## config.mk

```make
export PLATFORM = sky130hd
export DESIGN_NAME = obuf_ser_tx
export DESIGN_NICKNAME = d
export VERILOG_FILES = /design/src/rtl/obuf_ser_tx.sv
export SDC_FILE = /design/constraint.sdc
export NUM_CORES = 1
export LEC_CHECK = 0
export ABC_AREA = 1
export CAP_MARGIN = 20
export CELL_PAD_IN_SITES_DETAIL_PLACEMENT = 0
export CELL_PAD_IN_SITES_GLOBAL_PLACEMENT = 1
export CORE_MARGIN = 2
export CORE_UTILIZATION = 36
export DETAILED_ROUTE_END_ITERATION = 10
export PLACE_DENSITY_LB_ADDON = 0.1
export SYNTH_ARGS = -nofsm -noshare
export SYNTH_HDL_FRONTEND = slang
export SYNTH_SLANG_ARGS = --single-unit
```

## constraint.sdc

```tcl
create_clock -name mclk -period 1.46 [get_ports mclk]
set_input_delay 0.292 -clock mclk [delete_from_list [all_inputs] [get_ports mclk]]
set_output_delay 0.292 -clock mclk [all_outputs]
set_load 0.02 [all_outputs]
```

## src/rtl/obuf_ser_tx.sv

```systemverilog
// ---------------------------------------------------------------------------
// obuf_ser_tx
//   Parallel-to-serial transmit driver for one tristate pad (OBUFT I/T pair).
//   Words arrive over a valid/ready handshake and are shifted onto a single
//   pin, one bit every CLK_DIV clocks. After the last bit the pin is driven
//   at IDLE_LEVEL for TURNAROUND clocks, then released (Hi-Z).
//
// Ports
//   mclk       : system clock, rising edge
//   mrst_n     : asynchronous reset, active low
//   din        : word to transmit (WIDTH bits)
//   din_valid  : din holds a valid word
//   din_ready  : block accepts din this cycle
//   busy       : high whenever the FSM is not IDLE
//   dq         : serial data to pad buffer I (registered)
//   dq_t       : tristate control to pad buffer T, 1 = Hi-Z (registered)
//   state_dbg  : current FSM state (debug visibility)
//
// Handshake: a word is transferred in every cycle where din_valid and
// din_ready are both high. din_ready is decoded from registered state and
// counters only, so it never depends on din_valid. A producer may raise or
// drop din_valid freely while din_ready is low; nothing is consumed then.
// ---------------------------------------------------------------------------
module obuf_ser_tx #(
  parameter int   WIDTH      = 8,
  parameter int   CLK_DIV    = 2,
  parameter int   LSB_FIRST  = 0,
  parameter logic IDLE_LEVEL = 1'b1,
  parameter int   TURNAROUND = 1
) (
  input  logic             mclk,
  input  logic             mrst_n,
  input  logic [WIDTH-1:0] din,
  input  logic             din_valid,
  output logic             din_ready,
  output logic             busy,
  output logic             dq,
  output logic             dq_t,
  output logic [1:0]       state_dbg
);

  localparam int BIT_W = ($clog2(WIDTH) < 1) ? 1 : $clog2(WIDTH);
  localparam int DIV_W = ($clog2(CLK_DIV + 1) < 1) ? 1 : $clog2(CLK_DIV + 1);
  localparam int TA_W  = ($clog2(TURNAROUND + 1) < 1) ? 1 : $clog2(TURNAROUND + 1);

  localparam logic [BIT_W-1:0] BIT_LAST = BIT_W'(WIDTH - 1);
  localparam logic [DIV_W-1:0] DIV_LAST = DIV_W'(CLK_DIV - 1);
  localparam logic [TA_W-1:0]  TA_LAST  = TA_W'((TURNAROUND > 0) ? TURNAROUND - 1 : 0);

  typedef enum logic [1:0] {
    ST_IDLE  = 2'd0,
    ST_SHIFT = 2'd1,
    ST_TAIL  = 2'd2
  } state_t;

  state_t           state_q, state_d;
  logic [WIDTH-1:0] shreg_q, shreg_d;
  logic [BIT_W-1:0] bit_cnt_q, bit_cnt_d;
  logic [DIV_W-1:0] div_cnt_q, div_cnt_d;
  logic [TA_W-1:0]  tail_cnt_q, tail_cnt_d;
  logic             dq_q, dq_d;
  logic             dq_t_q, dq_t_d;

  logic             word_end;
  logic             xfer;
  logic [WIDTH-1:0] shifted;

  // The bit that goes on the pin first for a given register image.
  function automatic logic first_bit(input logic [WIDTH-1:0] w);
    return (LSB_FIRST != 0) ? w[0] : w[WIDTH-1];
  endfunction

  // Move the next bit into the "first bit" position.
  function automatic logic [WIDTH-1:0] shift_word(input logic [WIDTH-1:0] w);
    return (LSB_FIRST != 0) ? (w >> 1) : (w << 1);
  endfunction

  // Final cycle of the final bit: the only SHIFT cycle that can take a new
  // word, which lets back-to-back words stream with no gap.
  assign word_end  = (state_q == ST_SHIFT) && (bit_cnt_q == '0) && (div_cnt_q == '0);
  assign din_ready = (state_q == ST_IDLE) || word_end;
  assign busy      = (state_q != ST_IDLE);
  assign xfer      = din_valid & din_ready;
  assign dq        = dq_q;
  assign dq_t      = dq_t_q;
  assign state_dbg = state_q;

  always_comb begin
    state_d    = state_q;
    shreg_d    = shreg_q;
    bit_cnt_d  = bit_cnt_q;
    div_cnt_d  = div_cnt_q;
    tail_cnt_d = tail_cnt_q;
    dq_d       = dq_q;
    dq_t_d     = dq_t_q;
    shifted    = shift_word(shreg_q);

    case (state_q)
      ST_IDLE: begin
        dq_d   = IDLE_LEVEL;
        dq_t_d = 1'b1;
        if (xfer) begin
          state_d   = ST_SHIFT;
          shreg_d   = din;
          bit_cnt_d = BIT_LAST;
          div_cnt_d = DIV_LAST;
          dq_d      = first_bit(din);
          dq_t_d    = 1'b0;
        end
      end

      ST_SHIFT: begin
        if (div_cnt_q != '0) begin
          div_cnt_d = div_cnt_q - DIV_W'(1);
        end else if (bit_cnt_q != '0) begin
          shreg_d   = shifted;
          dq_d      = first_bit(shifted);
          bit_cnt_d = bit_cnt_q - BIT_W'(1);
          div_cnt_d = DIV_LAST;
        end else if (xfer) begin
          // Reload for a gapless follow-on word; pin stays driven.
          shreg_d   = din;
          bit_cnt_d = BIT_LAST;
          div_cnt_d = DIV_LAST;
          dq_d      = first_bit(din);
          dq_t_d    = 1'b0;
        end else if (TURNAROUND > 0) begin
          state_d    = ST_TAIL;
          tail_cnt_d = TA_LAST;
          dq_d       = IDLE_LEVEL;
          dq_t_d     = 1'b0;
        end else begin
          state_d = ST_IDLE;
          dq_d    = IDLE_LEVEL;
          dq_t_d  = 1'b1;
        end
      end

      ST_TAIL: begin
        dq_d   = IDLE_LEVEL;
        dq_t_d = 1'b0;
        if (tail_cnt_q == '0) begin
          state_d = ST_IDLE;
          dq_t_d  = 1'b1;
        end else begin
          tail_cnt_d = tail_cnt_q - TA_W'(1);
        end
      end

      default: begin
        state_d = ST_IDLE;
        dq_d    = IDLE_LEVEL;
        dq_t_d  = 1'b1;
      end
    endcase
  end

  // Reset releases the pin immediately, abandoning any bit in progress.
  always_ff @(posedge mclk or negedge mrst_n) begin
    if (!mrst_n) begin
      state_q    <= ST_IDLE;
      shreg_q    <= '0;
      bit_cnt_q  <= '0;
      div_cnt_q  <= '0;
      tail_cnt_q <= '0;
      dq_q       <= IDLE_LEVEL;
      dq_t_q     <= 1'b1;
    end else begin
      state_q    <= state_d;
      shreg_q    <= shreg_d;
      bit_cnt_q  <= bit_cnt_d;
      div_cnt_q  <= div_cnt_d;
      tail_cnt_q <= tail_cnt_d;
      dq_q       <= dq_d;
      dq_t_q     <= dq_t_d;
    end
  end

endmodule
```

==> results <==
- The die is 53.3 um wide.
- The arrival time at the worst endpoint is ~1.3 ns.
- Counting flops and latches in the post-synthesis netlist gives 16.
- The core region is 2250 um2.
- The cell type with the highest occurrence count on the critical path is nand2_2.
- The die span in y is roughly 53 um.
- The number of nets at the end of the flow is between 150 and 200.
- The clock drives 16 sinks.
- For this block, the routed nets add up to 2250 um of wire.
- The buffer depth of the longest clock path is 2.
- The design draws 0.00307 W.
- After filler insertion, the fill cell instance count of the layout stands at 217.
- Together, buffers and inverters on the worst path number 2.
- Prior to clock tree synthesis, the placed netlist has a worst setup slack of -0.308 ns.
- The wire length per cell is 12.0 um.
- The power density of the placed cells is 2210 nW/um2.
- The number of buffers added on ports is 16.
- The top cell family by delay on the critical path is flip-flops.
- The synthesized area per cell is 7.94 um2.
- Summing all placed instances gives a cell area of about 1200 um2.
- Ranked by total cell area, the synthesized netlist is headed by dfrtp_1 (40%), nand2_1 (9.9%), nor2_1 (9.0%).
- The ratio of cells with drive above 1 in the final layout is 39.0%.
- The effective utilization at floorplan is 38.7%.
- The reported max-cap violation count is 0.
- The clock root buffer is clkbuf_4.
- The weighted congestion at the end of routability-driven global placement is 0.732.
- The static leakage is just over 0.7 nW.
- The met3 wire length is about 71 um.
- Of all nets on the critical path, the largest fanout is 2.
- From synthesis to final layout, the design area changed by 59.0%.
- The fmax is between 0.6 and 0.7 GHz.
- Registers take 403 um2.
- The hold violation total from the final report is 0.
- The area enclosed by the die boundary is between 2000 and 3000 um2.
- The clock period minus worst slack is 1.61 ns.
- The number of global-route vias before repair was around 850.
- The post-route clock skew is 0.00341 ns.
- The delay contributed by the slowest stage of the critical path is ~0.39 ns.
- The first routing iteration left 8 violations.
- The multi-input combinational cells in the finished layout cover a total of ~450 um2.
- Yosys mapped the design onto 23 distinct sky130hd cell types.
- The overall via count from detail_route is 878.
- The startpoint class of the critical path is a register.
- The cell area after synthesis is 873 um2.
- The number of antenna diodes in the final layout is 0.
- The relative max-transition margin is 85.0%.
- The library cells used most frequently in the layout, excluding fill and tap cells, are buf_4 (26), nand2_1 (20), nor2_1 (18).
- The total congestion overflow after global routing is 0.
- The number of max-slew violations in the final report is 0.
- The number of cell rows is 17.
- The clock reaches the later pin of the worst-skew pair after about 0.30 ns.
- The worst setup path is captured at a primary output.
- The depth of the CTS H-tree is 1.
- Synthesis handed over a netlist of 110 instances.
- The number of antenna violations at the first check in global routing was 0.
- The run finished, with violations left.
- The top-level I/O count is 17.
- The slew at the pin closest to its max-slew limit is 0.225 ns.
- The largest vdd supply drop is about 1.2 mV.
- The first global-routing pass estimated 3620 um of wire.
- The number of warning messages in the yosys log is 0.
- In the routed layout, each cell is associated on average with a via count of approximately 4.7.
- The length of routed met2 wiring is between 1000 and 1500 um.
- Before antenna repair, the detailed router went through 3 iterations.
- Leaving out fill and tap cells, the most frequent cell in the layout is buf_4.
- The wire length on met1 is roughly 950 um.
- The number of nets in the synthesized netlist is approximately 120.
- The area share of the largest cell type after synthesis is ~40%.
- Summing the sequential cell areas from Yosys gives 46.1% of the chip area.
- Setup repair after global routing could not meet its margin everywhere.
- The antenna violation net count after detailed routing is 0.
- The final setup violation count is 1.
- STA puts the critical path data required time at 1.17 ns.
- The path class of the tightest hold or removal check is in2async.
- The cell type with the highest aggregate area in the netlist is dfrtp_1.
- Clock tree synthesis inserted a total of 3 buffers.
- The cell at the slowest stage of the critical path is dfrtp_1.
- The estimated wirelength of the detail-placed design is roughly 1600 um.
- Walking the worst path, the cells encountered are inv_2 -> ha_4 -> nand2_2 -> nand2_2 -> and3_4 -> buf_6.
- Dividing the final minimum period by the clock period gives 110%.
- TritonCTS built the clock tree.
- The post-layout instance area is 1390 um2.
- The clock transition time at the flip-flop clock pins of the worst setup and hold paths is 0.10 ns.
- The final reports fail on setup timing.
- After layout, the worst setup slack is -0.150 ns.
- Entering global routing, the biggest net connects 17 pins.
- The critical path start-end classification is reg2out.
- The top routing layer in use is met4.
- The global-route total usage across every layer is between 10% and 20%.
- The residual DRC count is 0.
-- layer usage --
layer	vias to the layer above	track usage, %
li1	441	-
met1	419	20.8
met2	14	32.7
met3	4	2.54
met4	0	6.41
met5	-	0
-- metrics by stage --
stage | util, % | TNS (ns) | cells | hold WS [ns]
3_5_place_dp | 54.9 | -0.373 | 177 | 0.476
2_1_floorplan | - | 0 | 110 | -0.00359
6_report | 61.6 | -0.150 | 187 | 0.313
3_3_place_gp | 54.9 | -0.330 | 177 | 0.461
5_1_grt | 61.6 | -0.595 | 187 | 0.322
4_1_cts | 58.3 | -0.143 | 184 | 0.315
-- flip-flops by register name, summed over array words and instances (netlist names) --
name       count
shreg_q        7
bit_cnt_q      3
div_cnt_q      2
dq             1
dq_t           1
state_dbg      2
-- layout make-up --
type	count	area share, %
clock buffer	4	2.61
inverter	18	5.41
multi-input combinational	76	32.4
sequential	16	29.0
tap	28	2.52
timing repair buffer	45	28.0
-- power breakdown --
part | switching, W | internal [W] | total, W
clock | 0.000158 | 0.000152 | 0.000310
combinational | 0.00108 | 0.000944 | 0.00203
sequential | 0.0000773 | 0.000659 | 0.000736
total | 0.00132 | 0.00176 | 0.00307
-- path summary, 6_finish.rpt --
check / startpoint / end / slack [ns] / depth (start not counted)
worst max-delay path: bit_cnt_q[1] / din_ready / -0.15 / 6
worst min-delay path: mrst_n / div_cnt_q[0] / 0.31 / 2
worst max register to register: state_dbg[1] / shreg_q[4] / 0.03 / 9
worst min register to register: dq / dq / 0.48 / 2
max in group asynchronous: mrst_n / dq_t / 0.90 / 2
min in group mclk: dq / dq / 0.48 / 2
-- cells in the mapped netlist, drive strengths merged --
library cell / number
nand2: 26
nor2: 22
inv: 17
dfrtp: 14
nand3: 10
o21ai: 7
a21oi: 2
dfstp: 2
ha: 2
nand4: 2
and3: 1
buf: 1
clkinv: 1
nor3: 1
o211ai: 1
or2: 1
-- logic make-up (layout without fill, tap and decap cells) --
| family | after synthesis | after routing | share of synthesized area (%) |
|---|---|---|---|
| AND/OR/NAND/NOR | 63 | 64 | 35.4 |
| buffers and inverters | 19 | 67 | 9.60 |
| AO/OA/AOI/OAI | 10 | 10 | 6.02 |
| adder cells (fa/ha/maj) | 2 | 2 | 2.86 |
| flip-flops | 16 | 16 | 46.1 |
-- what timing repair did --
action                                  4_1_cts  5_1_grt
hold buffers                                  0        0
resized for setup                            25       21
buffers inserted                              3        3
gates cloned                                  0        1
pin swaps                                     1        8
endpoints found under the setup margin        6       16
Note: power is estimated with default switching activity, not from simulation.
